## src/rtl/calc_key_ctrl.sv

```systemverilog
`default_nettype none
// ============================================================================
// Module   : calc_key_ctrl
// Purpose  : Keypad sequencing controller between the debounced keypad
//            decoder and the two-operand decimal calculator datapath.
//            Turns key pulses into digit-shift strobes, selects the operand
//            shifter and arithmetic operation, limits each operand to two
//            digits, and clears operands by shifting in two zero digits
//            (the datapath shifters are cleared only by reset).
// Ports    : clk          - system clock, all state on rising edge
//            rst_n        - asynchronous active-low reset
//            key_valid    - one-cycle pulse, key_code valid
//            key_code     - 0-9 digit, 10 add, 11 sub, 12 mul, 13 equals,
//                           14 unused, 15 clear
//            key_out      - digit to datapath shifter
//            num_valid    - one-cycle shift strobe to datapath
//            mode_num_dis - 0 = operand A shifter, 1 = operand B shifter
//            mode_arith   - 0 add, 1 sub, 2 mul
//            disp_sel     - 0 show A, 1 show B, 2 show result
//            busy         - high while a clear/inject sequence runs
//            key_drop     - pulse when a key arrives while busy
// Options  : IDLE_TIMEOUT_EN - when defined, S_RESULT clears itself after
//            TIMEOUT_CYC idle cycles.
// Revision : 1.0 - initial release
// ============================================================================
module calc_key_ctrl #(
  parameter int unsigned TIMEOUT_CYC = 100000000
) (
  input  logic       clk,
  input  logic       rst_n,
  input  logic       key_valid,
  input  logic [3:0] key_code,
  output logic [3:0] key_out,
  output logic       num_valid,
  output logic       mode_num_dis,
  output logic [1:0] mode_arith,
  output logic [1:0] disp_sel,
  output logic       busy,
  output logic       key_drop
);

  localparam logic [3:0] c_key_eq   = 4'd13;
  localparam logic [3:0] c_key_clr  = 4'd15;
  localparam logic [1:0] c_disp_a   = 2'd0;
  localparam logic [1:0] c_disp_b   = 2'd1;
  localparam logic [1:0] c_disp_res = 2'd2;

  typedef enum logic [2:0] {
    S_ENTER_A = 3'd0,
    S_ENTER_B = 3'd1,
    S_RESULT  = 3'd2,
    S_CLR_A   = 3'd3,
    S_CLR_B   = 3'd4,
    S_INJECT  = 3'd5
  } state_t;

  state_t     r_state, w_state;
  logic [3:0] r_key_out, w_key_out;
  logic       r_num_valid, w_num_valid;
  logic       r_mode_num_dis, w_mode_num_dis;
  logic [1:0] r_mode_arith, w_mode_arith;
  logic [1:0] r_disp_sel, w_disp_sel;
  logic       r_busy, w_busy;
  logic       r_key_drop, w_key_drop;
  logic [1:0] r_digit_cnt, w_digit_cnt;
  logic       r_pend_vld, w_pend_vld;
  logic [3:0] r_pend_digit, w_pend_digit;
  logic       r_clr_cnt, w_clr_cnt;

  logic       w_accept, w_is_digit, w_is_op, w_expire, w_start_clr_a;
  logic [1:0] w_op;

  assign w_accept   = key_valid & ~r_busy;
  assign w_is_digit = (key_code <= 4'd9);

  always_comb begin
    w_is_op = 1'b1;
    w_op    = 2'd0;
    case (key_code)
      4'd10:   w_op = 2'd0;
      4'd11:   w_op = 2'd1;
      4'd12:   w_op = 2'd2;
      default: w_is_op = 1'b0;
    endcase
  end

`ifdef IDLE_TIMEOUT_EN
  localparam int unsigned c_tmo_w = $clog2(TIMEOUT_CYC + 1);
  localparam logic [c_tmo_w-1:0] c_tmo_last = c_tmo_w'(TIMEOUT_CYC - 1);

  logic [c_tmo_w-1:0] r_idle_cnt;

  // Expiry is flagged in the last idle cycle so the clear starts exactly
  // TIMEOUT_CYC cycles after entering S_RESULT; an accepted key that same
  // cycle takes priority in the next-state logic.
  assign w_expire = (r_state == S_RESULT) && (r_idle_cnt == c_tmo_last);

  always_ff @(posedge clk or negedge rst_n) begin
    if (!rst_n) begin
      r_idle_cnt <= '0;
    end else if ((r_state != S_RESULT) || w_accept) begin
      r_idle_cnt <= '0;
    end else begin
      r_idle_cnt <= r_idle_cnt + 1'b1;
    end
  end
`else
  assign w_expire = 1'b0;
`endif

  always_comb begin
    w_state        = r_state;
    w_key_out      = r_key_out;
    w_num_valid    = 1'b0;
    w_mode_num_dis = r_mode_num_dis;
    w_mode_arith   = r_mode_arith;
    w_disp_sel     = r_disp_sel;
    w_busy         = r_busy;
    w_key_drop     = key_valid & r_busy;
    w_digit_cnt    = r_digit_cnt;
    w_pend_vld     = r_pend_vld;
    w_pend_digit   = r_pend_digit;
    w_clr_cnt      = r_clr_cnt;
    w_start_clr_a  = 1'b0;

    case (r_state)
      S_ENTER_A, S_ENTER_B: begin
        if (w_accept) begin
          if (w_is_digit) begin
            if (r_digit_cnt < 2'd2) begin
              w_num_valid = 1'b1;
              w_key_out   = key_code;
              w_digit_cnt = r_digit_cnt + 2'd1;
            end
          end else if (w_is_op) begin
            w_mode_arith = w_op;
            if (r_state == S_ENTER_A) begin
              // Switch to operand B and emit the first zero strobe at once;
              // the strobe targets B, so mode_num_dis may change with it.
              w_state        = S_CLR_B;
              w_mode_num_dis = 1'b1;
              w_disp_sel     = c_disp_b;
              w_busy         = 1'b1;
              w_num_valid    = 1'b1;
              w_key_out      = 4'd0;
              w_clr_cnt      = 1'b0;
            end
          end else if (key_code == c_key_eq) begin
            if (r_state == S_ENTER_B) begin
              w_state    = S_RESULT;
              w_disp_sel = c_disp_res;
            end
          end else if (key_code == c_key_clr) begin
            w_pend_vld    = 1'b0;
            w_start_clr_a = 1'b1;
          end
        end
      end

      S_RESULT: begin
        if (w_accept) begin
          if (w_is_digit) begin
            // A digit here starts a new calculation: clear A, then shift
            // the remembered digit in as its first digit.
            w_pend_digit  = key_code;
            w_pend_vld    = 1'b1;
            w_start_clr_a = 1'b1;
          end else if (key_code == c_key_clr) begin
            w_pend_vld    = 1'b0;
            w_start_clr_a = 1'b1;
          end
        end else if (w_expire) begin
          w_pend_vld    = 1'b0;
          w_start_clr_a = 1'b1;
        end
      end

      S_CLR_A: begin
        if (!r_clr_cnt) begin
          w_num_valid = 1'b1;
          w_key_out   = 4'd0;
          w_clr_cnt   = 1'b1;
        end else begin
          w_disp_sel  = c_disp_a;
          w_digit_cnt = 2'd0;
          if (r_pend_vld) begin
            w_state     = S_INJECT;
            w_num_valid = 1'b1;
            w_key_out   = r_pend_digit;
            w_digit_cnt = 2'd1;
            w_pend_vld  = 1'b0;
          end else begin
            w_state = S_ENTER_A;
            w_busy  = 1'b0;
          end
        end
      end

      S_CLR_B: begin
        if (!r_clr_cnt) begin
          w_num_valid = 1'b1;
          w_key_out   = 4'd0;
          w_clr_cnt   = 1'b1;
        end else begin
          w_digit_cnt = 2'd0;
          w_state     = S_ENTER_B;
          w_busy      = 1'b0;
        end
      end

      S_INJECT: begin
        w_state = S_ENTER_A;
        w_busy  = 1'b0;
      end

      default: begin
        w_state = S_ENTER_A;
        w_busy  = 1'b0;
      end
    endcase

    // Common entry into the operand-A clear: first zero strobe goes out
    // together with the switch to the A shifter.
    if (w_start_clr_a) begin
      w_state        = S_CLR_A;
      w_mode_num_dis = 1'b0;
      w_busy         = 1'b1;
      w_num_valid    = 1'b1;
      w_key_out      = 4'd0;
      w_clr_cnt      = 1'b0;
    end
  end

  always_ff @(posedge clk or negedge rst_n) begin
    if (!rst_n) begin
      r_state        <= S_ENTER_A;
      r_key_out      <= 4'd0;
      r_num_valid    <= 1'b0;
      r_mode_num_dis <= 1'b0;
      r_mode_arith   <= 2'd0;
      r_disp_sel     <= c_disp_a;
      r_busy         <= 1'b0;
      r_key_drop     <= 1'b0;
      r_digit_cnt    <= 2'd0;
      r_pend_vld     <= 1'b0;
      r_pend_digit   <= 4'd0;
      r_clr_cnt      <= 1'b0;
    end else begin
      r_state        <= w_state;
      r_key_out      <= w_key_out;
      r_num_valid    <= w_num_valid;
      r_mode_num_dis <= w_mode_num_dis;
      r_mode_arith   <= w_mode_arith;
      r_disp_sel     <= w_disp_sel;
      r_busy         <= w_busy;
      r_key_drop     <= w_key_drop;
      r_digit_cnt    <= w_digit_cnt;
      r_pend_vld     <= w_pend_vld;
      r_pend_digit   <= w_pend_digit;
      r_clr_cnt      <= w_clr_cnt;
    end
  end

  assign key_out      = r_key_out;
  assign num_valid    = r_num_valid;
  assign mode_num_dis = r_mode_num_dis;
  assign mode_arith   = r_mode_arith;
  assign disp_sel     = r_disp_sel;
  assign busy         = r_busy;
  assign key_drop     = r_key_drop;

endmodule
`default_nettype wire

```

## config.mk

```make
export PLATFORM = sky130hd
export DESIGN_NAME = calc_key_ctrl
export DESIGN_NICKNAME = d
export VERILOG_FILES = /design/src/rtl/calc_key_ctrl.sv
export SDC_FILE = /design/constraint.sdc
export NUM_CORES = 1
export LEC_CHECK = 0
export ABC_CLOCK_PERIOD_IN_PS = 1500
export BUFFER_PORTS_ARGS = -buffer_cell sky130_fd_sc_hd__buf_2
export CORE_MARGIN = 2
export CORE_UTILIZATION = 40
export CTS_CLUSTER_DIAMETER = 60
export DETAILED_ROUTE_END_ITERATION = 6
export PLACE_DENSITY = 0.72
export SYNTH_ARGS = -nofsm -noshare
export SYNTH_HDL_FRONTEND = slang
export SYNTH_SLANG_ARGS = --single-unit
```

## constraint.sdc

```tcl
create_clock -name clk -period 1.5 [get_ports clk]
set_input_delay 0.15 -clock clk [delete_from_list [all_inputs] [get_ports clk]]
set_output_delay 0.15 -clock clk [all_outputs]
set_load 0.02 [all_outputs]
```

==> results.tsv, run 1 <==
stage	metric	value	unit
clock_network	CTS tree	done	
floorplan	Cell Rows	21	
timing	f_max	597	MHz
clock_network	clock tree sinks	23	
finish	fillers	286	
synth	Synth Register Bits	23	
synth	Post-synth EDFFs	0	
floorplan	Core ar.	3390	um2
synth	synth top area cells	dfrtp_1 (40%), nor2_1 (5.2%), o21ai_0 (4.2%)	
timing	RSZ-0062 raised after global routing	yes	
grt	antenna violations before repair	0	
detailed_routing	DR WL/cell	16.2	um
synth	Synth Warn #	0	
clock_network	maximum root-to-sink buffer count	2	
placement	port bufs	18	
run_status	failing checks	setup timing	
clock_network	Root Buffer	clkbuf_4	
clock_network	cts bufs inserted	3	
critical_path	Crit-path slowest cell	dfrtp_2	
pwr	Max IR drop VDD	1030	uV
critical_path	Top delay family on crit path	compound AO/OA/AOI/OAI gates	
synth	share of async-settable or async-resettable flops after synthesis	1.00	
grt	vias in the first global route	1508	
synth	top_reg_cell synth	dfrtp_1	
clock_network	Reg clk slew, reported paths	0.13	ns
critical_path	Crit Path Max Fanout	7	
floorplan	Die X	63.8	um
synth	proportion of synthesized area in mux cells	0.0594	
pwr	Leak	0.918	nW
floorplan	I/O pins	19	
finish	area delta synth->final	44.4	%
clock_network	Clk Latency, worst-skew pair	0.33	ns
grt	gr ovfl total	0	
finish	Final Core Density	0.610	
placement	Cell Count Post-Placement	254	
critical_path	WP data arrival	1.89	ns
floorplan	Chip Height	63.8	um
pwr	Pwr Total	0.00316	W
synth	Synth Area in Compound Gates	0.254	
grt	GR Util All Layers	0.218	
synth	Cell Area, Synth	1430	um2
grt	first-pass GRT wire length	7000	um
pwr	pwr dens	1530	nW/um2
placement	RePlAce Congestion	0.888	
critical_path	crit path cell chain	nor4bb_1 > a311o_1 > a21oi_4 > and3_1 > a31oi_1	
finish	ant diodes	0	
job	Max Cap Viol	0	
placement	Post-Place Setup Slack	-0.204	ns
synth	Yosys top cell by area	dfrtp_1	
clock_network	htree depth	1	
run_status	status	complete, but fails checks	
finish	fraction of layout cells with a size suffix above 1	0.491	
floorplan	die area	4080	um2
synth	Synth Instances	162	
timing	min Tclk post-route	1.67	ns
detailed_routing	drt initial violations	126	
synth	Synth Area in Simple Gates	0.227	
timing	Worst-Margin Slew	0.645	ns
finish	Nets	224	
finish	Post-Layout Cell Count	262	
critical_path	CP Launch Type	flip-flop	
critical_path	Bufs and invs on worst path	0	
timing	Final Hold Slack	0.119	ns
timing	Final period util	1.12	
timing	clock skew	0.00270	ns
timing	Rel. slew slack	0.568	
placement	Detailed Place HPWL	3070	um
timing	Finish-stage setup viols	11	
critical_path	worst path required time	1.72	ns
synth	post-synthesis net count	169	
critical_path	Crit Path Class	flip-flop to flip-flop	
synth	syn avg cell area	8.84	um2
critical_path	max incr delay on CP	0.51	ns
timing	Final Hold Fails	0	
detailed_routing	WL final	4260	um
synth	post-synth top area share	0.402	
grt	largest net degree at the start of global routing	24	
timing	Slew Viols, Final	0	
synth	main combinational cell family by area after synthesis	compound AO/OA/AOI/OAI gates	
timing	worst setup margin	-0.174	ns
detailed_routing	drt pass-1 iters	4	
synth	Distinct cells, synth	50	
synth	adder-cell area share of the yosys netlist	0	
floorplan	Starting Density	0.423	
min_path	HP Class	input pin to flip-flop	
synth	Synth Area in XOR/XNOR	0.00611	
critical_path	Crit. End Element	flip-flop	
detailed_routing	via/cell ratio	5.65	
detailed_routing	final antenna-violating net count	0	
synth	register area share after synthesis	0.402	
detailed_routing	DR vias	1481	
detailed_routing	drt drc	0	
state kept, by name (all words and copies together) (netlist names):
name / flops
key_out: 4
r_pend_digit: 4
r_state: 3
disp_sel: 2
mode_arith: 2
r_digit_cnt: 2
busy: 1
key_drop: 1
mode_num_dis: 1
num_valid: 1
r_clr_cnt: 1
r_pend_vld: 1
cells in the mapped netlist, types with 3 or more instances:
cell type	count
a22oi_1	3
inv_1	3
nor2_1	20
mux2_2	4
nor3b_1	3
nand2_1	16
o21ai_0	12
buf_2	8
nand2b_1	5
o31ai_1	3
dfrtp_1	23
mux2i_1	4
nand3_1	3
a21oi_1	8
power by group:
part           internal (W)  switching, W  total (W)
Combinational      0.000818      0.000930    0.00175
Clock              0.000102      0.000204   0.000306
Sequential         0.000877      0.000225    0.00110
Total               0.00180       0.00136    0.00316
repair_timing:
action / in CTS / in global routing
gates resized for setup: 18 / 17
endpoints found under the setup margin: 19 / 17
hold buffers: 1 / 0
endpoints found under the hold margin: 23 / 0
buffers inserted: 2 / 1
pin swaps: 9 / 2
final timing paths:
| kind | from | end | slack (ns) | depth (start not counted) |
|---|---|---|---|---|
| hold reg to reg | r_digit_cnt[1] | r_digit_cnt[1] | 0.49 | 2 |
| setup / recovery | r_state[0] | r_state[0] | -0.17 | 5 |
| max in group asynchronous | rst_n | r_state[1] | 0.82 | 2 |
| hold / removal | key_valid | key_drop | 0.12 | 2 |
| setup reg to reg | r_state[0] | r_state[0] | -0.17 | 5 |
| min in group asynchronous | rst_n | key_drop | 0.31 | 2 |
cells by family after synthesis:
group / count (synthesis)
flip-flops: 23
buffers and inverters: 15
multiplexers: 8
AO/OA/AOI/OAI: 52
AND/OR/NAND/NOR: 63
XOR/XNOR: 1
final cells by class:
| cell class | instances | area, um2 | share of cell area |
|---|---|---|---|
| Clock buffer | 3 | 22.5 | 0.0109 |
| Clock inverter | 1 | 7.51 | 0.00363 |
| Inverter | 4 | 15.0 | 0.00726 |
| Multi-Input combinational cell | 124 | 958 | 0.463 |
| Sequential cell | 23 | 581 | 0.281 |
| Tap cell | 46 | 57.6 | 0.0278 |
| Timing Repair Buffer | 61 | 427 | 0.206 |
layer usage:
layer	track usage	vias up	wire [um]
met1	0.263	733	1750
met2	0.387	31	2300
met5	0	-	0
li1	-	709	-
met3	0.0423	8	151
met4	0.0679	0	54
layout by cell type, fill, tap and decap left out, drive strengths merged, types with 3 or more instances in the layout:
| cell type | Yosys | layout |
|---|---|---|
| a21oi | 8 | 8 |
| a22oi | 3 | 3 |
| buf | 9 | 60 |
| clkbuf | 2 | 3 |
| dfrtp | 23 | 23 |
| inv | 4 | 4 |
| mux2 | 4 | 4 |
| mux2i | 4 | 4 |
| nand2 | 16 | 16 |
| nand2b | 5 | 5 |
| nand3 | 3 | 3 |
| nor2 | 20 | 20 |
| nor3b | 4 | 4 |
| o21ai | 15 | 15 |
| o31ai | 3 | 3 |
per-stage QoR:
step	area (um2)	TNS [ns]
after floorplan	1500	-0.0764
after global placement	1860	-1.27
after global routing	2070	-1.94
after CTS	1990	-1.01
final	2070	-1.05
after detailed placement	1860	-2.09
worst register-to-register path, cell delays in order (launching register included):
cell and delay [ns]:
dfrtp_2 0.51, nor4bb_1 0.16, a311o_1 0.39, a21oi_4 0.20
and3_1 0.22, a31oi_1 0.10
Note: power is estimated with default switching activity, not from simulation.
==> inputs of run 2 (changes only) <==
- PLACE_DENSITY: 0.72 -> 0.63
==> run 2 against run 1 <==
  * The run still ends with setup timing left
  * Total power rose by 12%
  * Highest routed layer unchanged
  * Utilization increased by 7.4 points
  * Global-route usage grew 2.9 points
  * Largest cell class unchanged
  * Critical path type unchanged
  * Cell area rose by 12%
  * Largest power group unchanged
  * Clock skew increased by 0.0069 ns
  * Sequential power is essentially flat
==> results.tsv, run 2 (synthesized netlist as in run 1, its figures left out) <==
stage	metric	value	unit	change
timing	Worst-Margin Slew	0.638	ns	was 0.645 ns
timing	Rel. slew slack	0.573		was 0.568
detailed_routing	final antenna-violating net count	0		unchanged
grt	largest net degree at the start of global routing	24		unchanged
grt	vias in the first global route	1651		was 1508
clock_network	CTS tree	done		unchanged
grt	antenna violations before repair	0		unchanged
finish	most frequent cells in the layout	buf_4 (42), dfrtp_1 (18), buf_2 (18)		was buf_4 (39), dfrtp_1 (19), buf_2 (18)
timing	setup tns final	-1.65	ns	was -1.05 ns
critical_path	Crit Path Class	flip-flop to flip-flop		unchanged
floorplan	Chip Height	63.8	um	unchanged
timing	Final Hold Fails	0		unchanged
min_path	HP Class	input pin to flip-flop		unchanged
timing	Finish-stage setup viols	13		was 11
clock_network	htree depth	1		unchanged
detailed_routing	drt initial violations	117		was 126
run_status	status	complete, but fails checks		unchanged
clock_network	cts bufs inserted	3		unchanged
timing	clock skew	0.00962	ns	was 0.00270 ns
timing	worst setup margin	-0.185	ns	was -0.174 ns
run_status	failing checks	setup timing		unchanged
timing	RSZ-0062 raised after global routing	yes		unchanged
grt	gr ovfl total	0		unchanged
finish	commonest non-fill, non-tap cell in the layout	buf_4		unchanged
floorplan	Core ar.	3390	um2	unchanged
finish	fraction of layout cells with a size suffix above 1	0.570		was 0.491
detailed_routing	drt pass-1 iters	4		unchanged
timing	Slew Viols, Final	0		unchanged
finish	Final Core Density	0.684		was 0.610
pwr	Leak	1.01	nW	was 0.918 nW
clock_network	Clk Latency, worst-skew pair	0.33	ns	about the same
placement	RePlAce Congestion	0.943		was 0.888
critical_path	WP data arrival	1.89	ns	about the same
pwr	Max IR drop VDD	732	uV	was 1030 uV
detailed_routing	WL final	4770	um	was 4260 um
timing	Final period util	1.12		about the same
critical_path	worst path required time	1.71	ns	was 1.72 ns
pwr	pwr dens	1520	nW/um2	was 1530 nW/um2
floorplan	Starting Density	0.423		unchanged
placement	port bufs	18		unchanged
detailed_routing	via/cell ratio	5.71		was 5.65
detailed_routing	DR WL/cell	17.4	um	was 16.2 um
clock_network	Root Buffer	clkbuf_4		unchanged
floorplan	Cell Rows	21		unchanged
finish	ant diodes	0		unchanged
critical_path	Crit. End Element	flip-flop		unchanged
finish	Nets	236		was 224
grt	first-pass GRT wire length	7850	um	was 7000 um
timing	min Tclk post-route	1.69	ns	was 1.67 ns
placement	Detailed Place HPWL	3200	um	was 3070 um
critical_path	Crit Path Max Fanout	5		was 7
floorplan	I/O pins	19		unchanged
job	Max Cap Viol	0		unchanged
finish	area delta synth->final	61.8	%	was 44.4%
timing	f_max	593	MHz	was 597 MHz
floorplan	die area	4080	um2	unchanged
detailed_routing	DR vias	1565		was 1481
clock_network	Reg clk slew, reported paths	0.14	ns	was 0.13 ns
grt	GR Util All Layers	0.247		was 0.218
floorplan	Die X	63.8	um	unchanged
clock_network	clock tree sinks	23		unchanged
clock_network	maximum root-to-sink buffer count	2		unchanged
critical_path	CP Launch Type	flip-flop		unchanged
finish	fillers	251		was 286
detailed_routing	drt drc	0		unchanged
## run 2: cell count changes in the layout (fill, tap and decap cells not counted), moves of 3 or more
cell     change
buf_12       +3
buf_4        +3
buf_6        +6
nand2_1      -5
nand2_2      +3
o21ai_1      -3
## run 2: final timing paths
kind,startpoint,end,slack (ns),cells after the start
setup / recovery,r_state[0],r_state[0],-0.19,5
hold / removal,key_valid,key_drop,0.13,2
setup reg to reg,r_state[0],r_state[0],-0.19,5
hold reg to reg,disp_sel[0],disp_sel[0],0.50,2
max in group asynchronous,rst_n,r_state[2],0.80,2
min in group asynchronous,rst_n,mode_arith[1],0.31,2
## run 2: worst max-delay path, stage by stage (launching register included)
cell	delay (ns)
dfrtp_2	0.50
nor4bb_4	0.19
a311o_1	0.38
a21oi_4	0.20
and3_4	0.22
a31oi_1	0.08
## run 2: what timing repair did
action | in CTS | in global routing
hold buffers | 1 | 0
setup buffers | 11 | 1
hold endpoints to repair | 23 | 0
gates resized for setup | 31 | 33
setup endpoints to repair | 21 | 21
cloned | 0 | 0
pin swaps | 17 | 10
## run 2: area by class of cell
class / instances / area [um2] / area share
Clock buffer: 4 / 26.3 / 0.0113
Multi-Input combinational cell: 124 / 1060 / 0.458
Tap cell: 46 / 57.6 / 0.0248
Sequential cell: 23 / 582 / 0.251
Inverter: 4 / 15.0 / 0.00648
Timing Repair Buffer: 73 / 577 / 0.249
## run 2: where the power goes
| group | total, W | internal, W | switching [W] |
|---|---|---|---|
| Combinational | 0.00209 | 0.00104 | 0.00105 |
| Sequential | 0.00113 | 0.000880 | 0.000250 |
| Clock | 0.000307 | 0.000104 | 0.000203 |
| Total | 0.00353 | 0.00203 | 0.00151 |
## run 2: stage by stage
| step | instance area [um2] | worst slack, ns | std cells | total power, W | hold WS (ns) |
|---|---|---|---|---|---|
| 2_1_floorplan | 1500 | -0.0323 | 162 | 0.00199 | -0.146 |
| 3_3_place_gp | 1900 | -0.219 | 257 | 0.00257 | 0.146 |
| 3_5_place_dp | 1900 | -0.340 | 257 | 0.00262 | 0.164 |
| 4_1_cts | 2160 | -0.136 | 273 | 0.00325 | 0.135 |
| 5_1_grt | 2320 | -0.227 | 274 | 0.00377 | 0.121 |
| 6_report | 2320 | -0.185 | 274 | 0.00353 | 0.134 |
## run 2: per-layer routing
metal / part of all wire / up-vias / GRT usage
met2: 0.51 / 65 / 0.424
met3: 0.045 / 11 / 0.0335
li1: - / 730 / -
met5: 0 / - / 0
met1: 0.42 / 759 / 0.310
met4: 0.022 / 0 / 0.0978
